--- src/rtl/raddr_channel_pkg.sv ---
// Shared constants, FSM encoding and helpers for the AXI read-address generator.
package raddr_channel_pkg;

  localparam int unsigned BEAT_BYTES = 128;
  localparam int unsigned BEAT_SHIFT = 7;
  localparam int unsigned HDR_BEATS  = 6;
  localparam int unsigned MB_BEATS   = 3;

  localparam logic [2:0] AXI_SIZE_128B  = 3'b111;
  localparam logic [1:0] AXI_BURST_INCR = 2'b01;

  typedef enum logic [1:0] {
    ST_IDLE  = 2'd0,
    ST_CALC  = 2'd1,
    ST_REQ   = 2'd2,
    ST_DRAIN = 2'd3
  } state_e;

  // Total beats for one region: parameter header plus three beats per macroblock.
  function automatic logic [31:0] total_beats(input logic [23:0] mb_num);
    return 32'(HDR_BEATS) + 32'(MB_BEATS) * {8'd0, mb_num};
  endfunction

endpackage

--- src/rtl/raddr_channel_if.sv ---
// AXI read-address channel bundle; master drives the request, slave returns arready.
interface raddr_channel_if #(
  parameter int ID_WIDTH = 2
);

  logic [63:0]         araddr;
  logic [7:0]          arlen;
  logic [2:0]          arsize;
  logic [1:0]          arburst;
  logic [ID_WIDTH-1:0] arid;
  logic                arvalid;
  logic                arready;

  modport master (
    output araddr, arlen, arsize, arburst, arid, arvalid,
    input  arready
  );

  modport slave (
    input  araddr, arlen, arsize, arburst, arid, arvalid,
    output arready
  );

endinterface

--- src/rtl/raddr_burst_calc.sv ---
// Burst length for the next request: min(beats remaining, MAX_BURST, beats left in the 4 KB page).
module raddr_burst_calc #(
  parameter int unsigned MAX_BURST = 32
) (
  input  logic [31:0] remaining_i,
  input  logic [4:0]  beat_in_page_i,
  output logic [5:0]  len_o
);

  logic [5:0] room;
  logic [5:0] cap;

  // Clamp against the burst limit first, then against the page boundary.
  always_comb begin
    // NOTE: every combinational output gets a value on every path so no latch is inferred.
    room  = 6'd32 - {1'b0, beat_in_page_i};
    cap   = (remaining_i < 32'(MAX_BURST)) ? remaining_i[5:0] : 6'(MAX_BURST);
    len_o = (cap < room) ? cap : room;
  end

endmodule

--- src/rtl/raddr_channel.sv ---
// AXI read-address generator: walks one contiguous region in 4 KB-safe INCR bursts,
// throttled by a beat credit so in-flight read data never exceeds downstream buffering.
module raddr_channel
  import raddr_channel_pkg::*;
#(
  parameter int ID_WIDTH        = 2,
  parameter int MAX_BURST       = 32,
  parameter int MAX_OUTSTANDING = 64
) (
  input  logic                   clk,
  input  logic                   rst_n,
  input  logic                   start_pulse,
  input  logic [63:0]            src_addr,
  input  logic [23:0]            mb_num,
  input  logic                   rbeat,
  output logic                   busy,
  output logic                   done,
  raddr_channel_if.master        m_axi
);

  state_e      state_q;
  logic [63:0] addr_q;
  logic [31:0] total_q;
  logic [31:0] issued_q;
  logic [31:0] received_q;
  logic [31:0] received_d;
  logic [5:0]  len_q;
  logic [63:0] araddr_q;
  logic [7:0]  arlen_q;
  logic        arvalid_q;
  logic        busy_q;
  logic        done_q;

  logic [63:0]        base_addr;
  logic [5:0]         len;
  logic [33:0]        in_flight;
  logic signed [33:0] credit;
  logic               credit_ok;

  // Beat-aligned region base: the low address bits are discarded.
  assign base_addr = src_addr & ~64'(BEAT_BYTES - 1);

  raddr_burst_calc #(
    .MAX_BURST (MAX_BURST)
  ) u_burst_calc (
    .remaining_i    (total_q - issued_q),
    .beat_in_page_i (addr_q[11:7]),
    .len_o          (len)
  );

  // Credit check: signed so a surplus of received beats never wraps into a stall.
  always_comb begin
    in_flight = {2'b00, issued_q} - {2'b00, received_q};
    credit    = $signed(34'(MAX_OUTSTANDING)) - $signed(in_flight);
    credit_ok = credit >= $signed({28'd0, len});
  end

  // Received-beat counter: counts only while an operation runs and saturates at the total.
  always_comb begin
    received_d = received_q;
    if (state_q != ST_IDLE && rbeat && received_q < total_q) begin
      received_d = received_q + 32'd1;
    end
  end

  // Main FSM with registered AR outputs, busy and done.
  always_ff @(posedge clk or negedge rst_n) begin
    if (!rst_n) begin
      state_q    <= ST_IDLE;
      addr_q     <= '0;
      total_q    <= '0;
      issued_q   <= '0;
      received_q <= '0;
      len_q      <= '0;
      araddr_q   <= '0;
      arlen_q    <= '0;
      arvalid_q  <= 1'b0;
      busy_q     <= 1'b0;
      done_q     <= 1'b0;
    end else begin
      // NOTE: non-blocking assignments throughout; the later case-branch write of a register wins.
      done_q     <= 1'b0;
      received_q <= received_d;
      case (state_q)
        ST_IDLE: begin
          if (start_pulse) begin
            addr_q     <= base_addr;
            total_q    <= total_beats(mb_num);
            issued_q   <= '0;
            received_q <= '0;
            busy_q     <= 1'b1;
            state_q    <= ST_CALC;
          end
        end
        ST_CALC: begin
          if (issued_q == total_q) begin
            state_q <= ST_DRAIN;
          end else if (credit_ok) begin
            araddr_q  <= addr_q;
            arlen_q   <= {2'b00, len} - 8'd1;
            len_q     <= len;
            arvalid_q <= 1'b1;
            state_q   <= ST_REQ;
          end
        end
        ST_REQ: begin
          if (m_axi.arready) begin
            arvalid_q <= 1'b0;
            issued_q  <= issued_q + 32'(len_q);
            addr_q    <= addr_q + (64'(len_q) << BEAT_SHIFT);
            state_q   <= ST_CALC;
          end
        end
        ST_DRAIN: begin
          if (received_q == total_q) begin
            done_q  <= 1'b1;
            busy_q  <= 1'b0;
            state_q <= ST_IDLE;
          end
        end
        default: state_q <= ST_IDLE;
      endcase
    end
  end

  assign m_axi.araddr  = araddr_q;
  assign m_axi.arlen   = arlen_q;
  assign m_axi.arsize  = AXI_SIZE_128B;
  assign m_axi.arburst = AXI_BURST_INCR;
  assign m_axi.arid    = '0;
  assign m_axi.arvalid = arvalid_q;
  assign busy          = busy_q;
  assign done          = done_q;

endmodule
--- src/flat_wrapper.sv ---
// flat-port wrapper written by rule: the top's interface ports become plain ports
module raddr_channel_flat import raddr_channel_pkg::*;
#(
  parameter int ID_WIDTH        = 2,
  parameter int MAX_BURST       = 32,
  parameter int MAX_OUTSTANDING = 64
)
  (clk, rst_n, start_pulse, src_addr, mb_num, rbeat, busy, done, m_axi_araddr, m_axi_arlen, m_axi_arsize, m_axi_arburst, m_axi_arid, m_axi_arvalid, m_axi_arready);
  raddr_channel_if #(.ID_WIDTH(ID_WIDTH)) m_axi_i ();
  input  logic clk;
  input  logic rst_n;
  input  logic start_pulse;
  input  logic [63:0] src_addr;
  input  logic [23:0] mb_num;
  input  logic rbeat;
  output logic busy;
  output logic done;
  output wire logic [$bits(m_axi_i.araddr)-1:0] m_axi_araddr;
  output wire logic [$bits(m_axi_i.arlen)-1:0] m_axi_arlen;
  output wire logic [$bits(m_axi_i.arsize)-1:0] m_axi_arsize;
  output wire logic [$bits(m_axi_i.arburst)-1:0] m_axi_arburst;
  output wire logic [$bits(m_axi_i.arid)-1:0] m_axi_arid;
  output wire logic [$bits(m_axi_i.arvalid)-1:0] m_axi_arvalid;
  input wire logic [$bits(m_axi_i.arready)-1:0] m_axi_arready;
  assign m_axi_araddr = m_axi_i.araddr;
  assign m_axi_arlen = m_axi_i.arlen;
  assign m_axi_arsize = m_axi_i.arsize;
  assign m_axi_arburst = m_axi_i.arburst;
  assign m_axi_arid = m_axi_i.arid;
  assign m_axi_arvalid = m_axi_i.arvalid;
  assign m_axi_i.arready = m_axi_arready;
  raddr_channel #(.ID_WIDTH(ID_WIDTH), .MAX_BURST(MAX_BURST), .MAX_OUTSTANDING(MAX_OUTSTANDING)) u_core (.clk(clk), .rst_n(rst_n), .start_pulse(start_pulse), .src_addr(src_addr), .mb_num(mb_num), .rbeat(rbeat), .busy(busy), .done(done), .m_axi(m_axi_i));
endmodule
--- config.mk ---
export PLATFORM = sky130hd
export DESIGN_NAME = raddr_channel_flat
export DESIGN_NICKNAME = d
export VERILOG_FILES = /design/src/rtl/raddr_channel_pkg.sv /design/src/rtl/raddr_channel_if.sv /design/src/rtl/raddr_burst_calc.sv /design/src/rtl/raddr_channel.sv /design/src/flat_wrapper.sv
export SDC_FILE = /design/constraint.sdc
export NUM_CORES = 1
export LEC_CHECK = 0
export ABC_CLOCK_PERIOD_IN_PS = 18600
export CAP_MARGIN = 20
export CORE_MARGIN = 3
export CORE_UTILIZATION = 30
export CTS_BUF_LIST = sky130_fd_sc_hd__clkbuf_8
export DETAILED_ROUTE_END_ITERATION = 7
export SLEW_MARGIN = 20
export SYNTH_ARGS = -nofsm -noshare
export SYNTH_HDL_FRONTEND = slang
export SYNTH_SLANG_ARGS = --single-unit
--- constraint.sdc ---
create_clock -name clk -period 18.6 [get_ports clk]
set_input_delay 1.86 -clock clk [delete_from_list [all_inputs] [get_ports clk]]
set_output_delay 1.86 -clock clk [all_outputs]
set_load 0.01 [all_outputs]
== Word-level counts from Yosys, hierarchy flattened ==
Cells that the tools add are included.
Operators by class
  add/subtract/negate cells: 9
  multiply operators: 1
  $lt $le $gt $ge: 4
  equal/unequal tests: 11
  mux-type cells: 26
  bitwise operators: 1
  reduce and logical (&&, ||, !) cells: 13
Operators with widths (number)
  $mux 32: 5
  $mux 64: 2
  $pmux 64 s2: 1
  $add 64x13->64: 1
  $eq 32x32->1: 2
  $pmux 32 s2: 1
  $ge 34x7->1: 1
  $sub 8x34->34 const A: 1
  $sub 32x32->33: 1
  $add 32x1->32 const B: 1
  $add 32x6->32: 1
  $lt 32x32->1: 1
  $lt 32x6->1 const B: 1
  $sub 32x32->32: 1
  $add 3x26->27 const A: 1
  $mul 2x24->26 const A: 1
  $mux 6: 2
  $mux 2: 5
  $reduce_and 3->1: 3
  $pmux 2 s4: 1
  $reduce_and 4->1: 2
  $reduce_bool 2->1: 4
  $mux 1: 7
  $sub 6x1->7 const B: 1
  12 further kinds: 18
Word-level totals
  register bits after elaboration: 243
  bits of input ports: 93

== Logic depth before layout (Yosys ltp) ==
Gate-level depths: netlist (run 1).
  word-level depth: 9
  depth in mapped cells: 35
  gate-level depth less buffers: 32

== Hierarchy ==
Synthesis (run 1) repeated with hierarchy kept, for this count alone.
Unflattened totals
  cells, all modules: 2044
  area, all modules: 17276.6 µm²
By module, submodules not included
  raddr_channel: instances 1, cells each 1979, area each 16853.7 µm²
  raddr_burst_calc: instances 1, cells each 65, area each 422.9 µm²

== Worst setup path after synthesis (run 1) ==
No wires, ideal clock.
  path type: reg-to-reg
  start point: register u_core.issued_q[0]
  end point: register u_core.arlen_q[4] (netlist: u_core.m_axi.arlen[4])
  setup time: 0.128 ns
  arrival: 7.316 ns
  required time: 18.472 ns
  setup slack: 11.157 ns
  stages on the path, launching flop included: 31
  path through: dfrtp_1 > ha_1 > fa_1 > nor2b_1 > o211ai_1 > a21oi_1 > o21ai_0 > mux2i_1 > or4_1 > nor4b_1 > nand4b_1 > nor4_1 > nand4b_1 > nor3_1 > ha_1 > a21o_1 > a21o_1 > a21oi_1 > nor3b_1 > a21oi_1 > or4_1 > o21ai_0 > a21oi_1 > ha_1 > a21o_1 > a21o_1 > a2111oi_2 > nand3_1 > a2bb2oi_4 > buf_6 > mux2_1
On the way
  longest elaborated chain between the ends: 7
RTL lines
  start: declaration: RTL line raddr_channel.sv:24  | logic [31:0] issued_q;
  start signal: assignment: RTL line raddr_channel.sv:109  | issued_q <= issued_q + 32'(len_q);
  $sub 32x32->32: RTL line raddr_channel.sv:46  | .remaining_i (total_q - issued_q),
  $lt 32x6->1: RTL line raddr_burst_calc.sv:17  | cap = (remaining_i < 32'(MAX_BURST)) ? remaining_i[5:0] : 6'(MAX_BURST);
  $mux 6: RTL line raddr_burst_calc.sv:17
  $lt 6x6->1: RTL line raddr_burst_calc.sv:18  | len_o = (cap < room) ? cap : room;
  $mux 6: RTL line raddr_burst_calc.sv:18
  $ge 34x7->1: RTL line raddr_channel.sv:55  | credit_ok = credit >= $signed({28'd0, len});
  $reduce_and 3->1 (no line)
  end signal: assignment: RTL line raddr_channel.sv:100  | arlen_q <= {2'b00, len} - 8'd1;
  end: declaration: RTL line raddr_channel.sv:29  | logic [7:0] arlen_q;
Parallel ways exist; a longest one is shown, timed or not.
A chain may end at the register's enable or synchronous reset.

== Worst setup path in the final report (run 1) ==
  start point: register u_core.total_q[0]
  end point: register u_core.araddr_q[51] (netlist: u_core.m_axi.araddr[51])
On the way
  longest elaborated chain between the ends: 7
RTL lines
  start: declaration: RTL line raddr_channel.sv:23  | logic [31:0] total_q;
  start signal: assignment: RTL line raddr_channel.sv:88  | total_q <= total_beats(mb_num);
  $sub 32x32->32: RTL line raddr_channel.sv:46
  $lt 32x6->1: RTL line raddr_burst_calc.sv:17
  $mux 6: RTL line raddr_burst_calc.sv:17
  $lt 6x6->1: RTL line raddr_burst_calc.sv:18
  $mux 6: RTL line raddr_burst_calc.sv:18
  $ge 34x7->1: RTL line raddr_channel.sv:55
  $reduce_and 3->1 (no line) (*)
  end signal: assignment: RTL line raddr_channel.sv:99  | araddr_q <= addr_q;
  end: declaration: RTL line raddr_channel.sv:28  | logic [63:0] araddr_q;
Every way passes the cells marked *; elsewhere a longest branch is shown, timed or not.

==> results of run 1 <==
==> critical path: cells and delay by family (launching register included) <==
family,cells,cell delay (ps)
flops,1,370
compound gates,12,2380
simple gates,11,4020
mux,2,630
buf+inv,2,820
fa+ha+maj,4,1310
==> cell families after synthesis <==
logic type               Yosys count  synth area share [%]
AO/OA/AOI/OAI                    595                  21.4
XOR/XNOR                         128                  6.34
adder cells (fa/ha/maj)          162                  11.5
buffers and inverters            257                  6.00
flip-flops                       222                  31.0
multiplexers                      77                  4.76
other                              2                0.0419
AND/OR/NAND/NOR                  681                  18.9
==> power breakdown <==
group	leakage, uW	switching (uW)	internal (uW)	total [uW]
Sequential	0.00272	192	680	872
Clock	0.000488	223	255	477
Combinational	0.00584	1740	1270	3020
==> cell usage after synthesis (6+ instances only) <==
library cell	n	area [um2]
nor2b_1	23	144
a21o_1	51	383
mux2_2	47	529
o22ai_1	34	213
a311oi_1	6	52.6
nand3_1	82	410
o21ai_0	130	651
xor2_1	39	342
o32ai_1	6	52.6
and3_1	35	219
mux2_1	19	214
or4_1	7	52.6
nor4_1	16	100
or3_1	23	144
nor3b_1	7	52.6
dfrtp_1	222	5560
nor2_1	177	664
a211oi_1	19	143
nand4b_1	6	52.6
a31oi_1	8	50.1
o21bai_1	9	67.6
o21a_1	20	150
o2111ai_1	12	105
clkbuf_1	79	297
nand2_1	155	582
inv_1	149	559
buf_1	6	22.5
mux2i_1	11	110
o31ai_1	13	97.6
nand4_1	35	219
and2_1	18	113
a21oi_1	187	936
or2_2	12	75.1
ha_1	157	1960
a21boi_0	11	82.6
xnor2_1	88	771
nand2b_1	20	125
buf_4	15	113
nor3_1	39	195
o211ai_1	12	90.1
and4_1	6	52.6
buf_6	7	78.8
==> routing by layer <==
layer | up-vias | global-route usage (%)
met2 | 392 | 26.7
met3 | 86 | 2.17
li1 | 7878 | -
met4 | 0 | 5.65
met1 | 7803 | 21.2
met5 | - | 0
==> cell type report <==
class	instances	area, um2
Sequential cell	222	5560
Antenna cell	2	5.00
Clock inverter	24	144
Inverter	149	559
Tap cell	765	957
Timing Repair Buffer	163	1610
Multi-Input combinational cell	1657	11400
Fill cell	5965	37500
Clock buffer	49	674
==> worst paths after layout <==
check	end	slack, ps	cells after the start
max in group asynchronous	u_core.addr_q[29]	15820	2
worst min register to register	u_core.m_axi.arlen[5]	490	1
worst min-delay path	u_core.m_axi.arlen[5]	490	1
min in group asynchronous	u_core.total_q[25]	1290	1
worst max register to register	u_core.m_axi.araddr[51]	8830	31
worst max-delay path	u_core.m_axi.araddr[51]	8830	31
==> state kept, by name, indices dropped and copies added, names as in the netlist <==
name,count
u_core.total_q,26
u_core.received_q,32
u_core.issued_q,32
u_core.busy,1
u_core.m_axi.arlen,7
u_core.state_q,2
u_core.len_q,6
u_core.m_axi.arvalid,1
u_core.m_axi.araddr,57
u_core.addr_q,57
u_core.done,1
==> per-stage QoR <==
| step | area, um2 | hold slack, ps | setup slack [ps] | utilization (%) | total power [uW] |
|---|---|---|---|---|---|
| 3_5_place_dp | 20000 | 481 | 9030 | 34.4 | 3860 |
| 3_3_place_gp | 20000 | 476 | 9070 | 34.4 | 3790 |
| 6_report | 20900 | 491 | 8830 | 35.8 | 4370 |
| 2_1_floorplan | 18000 | 468 | 11160 | - | 3060 |
| 5_1_grt | 20900 | 507 | 8330 | 35.8 | 4750 |
| 4_1_cts | 20900 | 494 | 8980 | 35.8 | 4360 |
==> flow_summary.json, run 1 <==
{
  "holdCritStartpoint": "u_core.m_axi.arlen[5]",
  "rr_startpoint": "u_core.total_q[0]",
  "yosysUniqueCellTypes": 89,
  "drt-initial-drc-count": 1136,
  "clk_pin_slew_ps": 60,
  "ant_nets": 0,
  "fin_crit_ps": 9770,
  "grt_overflow": 0,
  "final_common_cell": "dfrtp_1",
  "clkSinkCount": 222,
  "end_kind": "flip-flop",
  "dp_cells": 2956,
  "setup_viol": 0,
  "worstPathArrival_ps": 10270,
  "synthFlopType": "dfrtp_1",
  "cp_max_fo": 71,
  "routed_wl_mm": 51.9,
  "drive_gt1_share_pct": 6.89,
  "antenna_found_initial": 2,
  "core-area_um2": 58400,
  "post_cts_buffers": 0,
  "start_util_pct": 30.7,
  "synth.yosys.warnings": 0,
  "critical_path_class": "reg -> reg",
  "irDropWorstVdd_uv": 136,
  "wl_met3_mm": 2.33,
  "drcViolationCount": 0,
  "clk_path_buf_depth": 3,
  "maxSlewHeadroom_pct": 31.5,
  "skew_ps": 29.3,
  "port_buffers": 153,
  "startpoint_type": "flip-flop",
  "hpwl_mm": 39.7,
  "synth_cells": 2124,
  "die-area_um2": 62700,
  "highest_layer": "met4",
  "final_cell_mix": "dfrtp_1 (222), a21oi_1 (186), nor2_1 (177)",
  "die_w_um": 250,
  "tightest_slew_ps": 1030,
  "synth-seq-area-share_pct": 31.0,
  "power_density_nw_per_um2": 209,
  "path_common_cell": "a21oi_1",
  "slowest_delay_ps": 750,
  "grt_pass1_vias": 15536,
  "post_drt_wl_per_cell_um": 17.1,
  "hold_violations": 0,
  "num_rows": 88,
  "grt_max_degree": 105,
  "cts_buffers": 40,
  "maxCapViolations": 0,
  "place.gp.congestion": 0.904,
  "fmax_ghz": 0.102,
  "cp.required_ps": 19100,
  "hold_class": "reg -> reg",
  "fin_tns_setup_ps": 0,
  "final_cell_count_no_fill": 3031,
  "synth.ff_latch_count": 222,
  "slew_viol_final": 0,
  "synth_area_per_cell_um2": 8.44,
  "wl_met2_mm": 24.4,
  "cp-startpoint": "u_core.total_q[0]",
  "cts_tree": "done",
  "wl_met1_mm": 23.5,
  "drtPass1Iterations": 5,
  "synth_edf_count": 0,
  "gr-usage-all-layers_pct": 16.0,
  "async_reset_ff_share_pct": 100,
  "die_y_um": 250,
  "ctsRootBufferMaster": "clkbuf_8",
  "status": "complete, no violations",
  "io_pins": 175,
  "leakagePower_uw": 0.00905,
  "insertion_delay_ps": 620,
  "cts_hold_buf": 0,
  "cts-htree-levels": 2,
  "period_share_pct": 52.5,
  "area_growth_pct": 16.4,
  "grt_setup_unrepaired": "no",
  "cp_slowest_cell": "buf_4",
  "grt_pass1_wl_mm": 83.0,
  "nets": 2488,
  "cts_resized": 0,
  "syn_area_um2": 17900,
  "vias": 16159,
  "viasPerCell": 5.33
}
(Power assumes the default switching activity.)
==> run 2, diff against run 1 <==
--- a/config.mk
+++ b/config.mk
@@ -5,7 +5,7 @@
 export SDC_FILE = /design/constraint.sdc
 export NUM_CORES = 1
 export LEC_CHECK = 0
-export ABC_CLOCK_PERIOD_IN_PS = 18600
+export ABC_CLOCK_PERIOD_IN_PS = 9900
 export CAP_MARGIN = 20
 export CORE_MARGIN = 3
 export CORE_UTILIZATION = 30
==> constraint.sdc (replaced) <==
create_clock -name clk -period 9.9 [get_ports clk]
set_input_delay 0.99 -clock clk [delete_from_list [all_inputs] [get_ports clk]]
set_output_delay 0.99 -clock clk [all_outputs]
set_load 0.01 [all_outputs]
==> flow_summary.json, run 2 (synthesis gave the netlist of run 1 again) <==
{
  "status": "complete, no violations",
  "cp_max_fo": 71,
  "cts-htree-levels": 2,
  "drtPass1Iterations": 6,
  "crit_buf_inv": 2,
  "ant_nets": 0,
  "drt-initial-drc-count": 1039,
  "placed_area_um2": 20100,
  "grt_setup_unrepaired": "no",
  "clk_pin_slew_ps": 60,
  "cts_buffers": 41,
  "clkSinkCount": 222,
  "startpoint_type": "flip-flop",
  "io_pins": 175,
  "fmax_ghz": 0.107,
  "period_share_pct": 94.3,
  "port_buffers": 153,
  "irDropWorstVdd_uv": 214,
  "end_kind": "flip-flop",
  "drcViolationCount": 0,
  "slowest_delay_ps": 550,
  "slew_viol_final": 0,
  "clk_path_buf_depth": 3,
  "cp.required_ps": 10330,
  "cp_slowest_cell": "dfrtp_1",
  "hold_class": "in -> async",
  "path_common_cell": "a21oi_1",
  "n_fill_cell": 6004,
  "worstPathArrival_ps": 9770,
  "power_density_nw_per_um2": 395,
  "grt_pass1_wl_mm": 83.1,
  "routed_wl_mm": 51.7,
  "final_common_cell": "dfrtp_1",
  "leakagePower_uw": 0.00909,
  "fin_tns_setup_ps": 0,
  "skew_ps": 24.7,
  "gr-usage-all-layers_pct": 15.9,
  "critical_path_class": "reg -> reg",
  "post_drt_wl_per_cell_um": 17.0,
  "antenna_found_initial": 2,
  "place.gp.congestion": 0.901,
  "hold_violations": 0,
  "insertion_delay_ps": 570,
  "grt_pass1_vias": 15614,
  "tightest_slew_ps": 938,
  "drive_gt1_share_pct": 7.45,
  "maxSlewHeadroom_pct": 37.5,
  "design_area_um2": 21000,
  "vias": 16169,
  "start_util_pct": 30.7,
  "cts_resized": 0,
  "cts_tree": "done",
  "final_cell_mix": "dfrtp_1 (222), a21oi_1 (186), nor2_1 (177)",
  "grt_overflow": 0,
  "fin_crit_ps": 9340,
  "worst_path_dominant_cell_family": "compound AO/OA/AOI/OAI gates",
  "cts_hold_buf": 0,
  "grt_max_degree": 97,
  "core-area_um2": 58400,
  "area_growth_pct": 17.2,
  "maxCapViolations": 0,
  "ctsRootBufferMaster": "clkbuf_8",
  "post_cts_buffers": 0,
  "hpwl_mm": 39.9,
  "dpl_worst_slack_ps": 857,
  "viasPerCell": 5.33,
  "nets": 2490,
  "setup_viol": 0,
  "num_rows": 88,
  "die_y_um": 250,
  "die-area_um2": 62700,
  "finalWorstSetupSlack_ps": 562,
  "die_w_um": 250
}
==> run 2: power breakdown <==
group	total (uW)	internal (uW)	leakage, uW	switching (uW)
sequential	1640	1280	0.00272	359
clock	1010	587	0.000517	419
combinational	5650	2390	0.00585	3250
==> run 2: through the flow <==
stage,util (%),cells,hold WS (ps),power [uW]
2_1_floorplan,-,2136,468,5760
5_1_grt,36.0,3035,503,9030
3_5_place_dp,34.4,2957,480,7250
3_3_place_gp,34.4,2957,475,7130
6_report,36.0,3035,475,8290
4_1_cts,36.0,3033,457,8300
==> run 2: layout make-up <==
class                           count  area [um2]  area share (%)
Timing Repair Buffer              164        1630            7.77
Tap cell                          765         957            4.56
Inverter                          149         559            2.66
Sequential cell                   222        5560            26.4
Clock buffer                       49         674            3.21
Clock inverter                     27         264            1.26
Antenna cell                        2        5.00          0.0238
Multi-Input combinational cell   1657       11400            54.1
==> run 2: worst paths after layout <==
path / startpoint / slack, ps / cells past startpoint / end
worst min-delay path: rst_n / 470 / 1 / u_core.total_q[18]
max in group asynchronous: rst_n / 7940 / 2 / u_core.m_axi.araddr[30]
worst max-delay path: u_core.issued_q[1] / 560 / 31 / u_core.m_axi.araddr[34]
min in group clk: u_core.m_axi.arlen[2] / 490 / 1 / u_core.m_axi.arlen[2]
worst max register to register: u_core.issued_q[1] / 560 / 31 / u_core.m_axi.araddr[34]
worst min register to register: u_core.m_axi.arlen[2] / 490 / 1 / u_core.m_axi.arlen[2]
==> run 2: per-layer routing <==
layer	track usage (%)	vias to the layer above	share of wire [%]
met5	0	-	0
met4	5.59	0	3.2
met3	1.55	87	4.0
met2	26.6	378	47
met1	21.4	7824	46
li1	-	7880	-
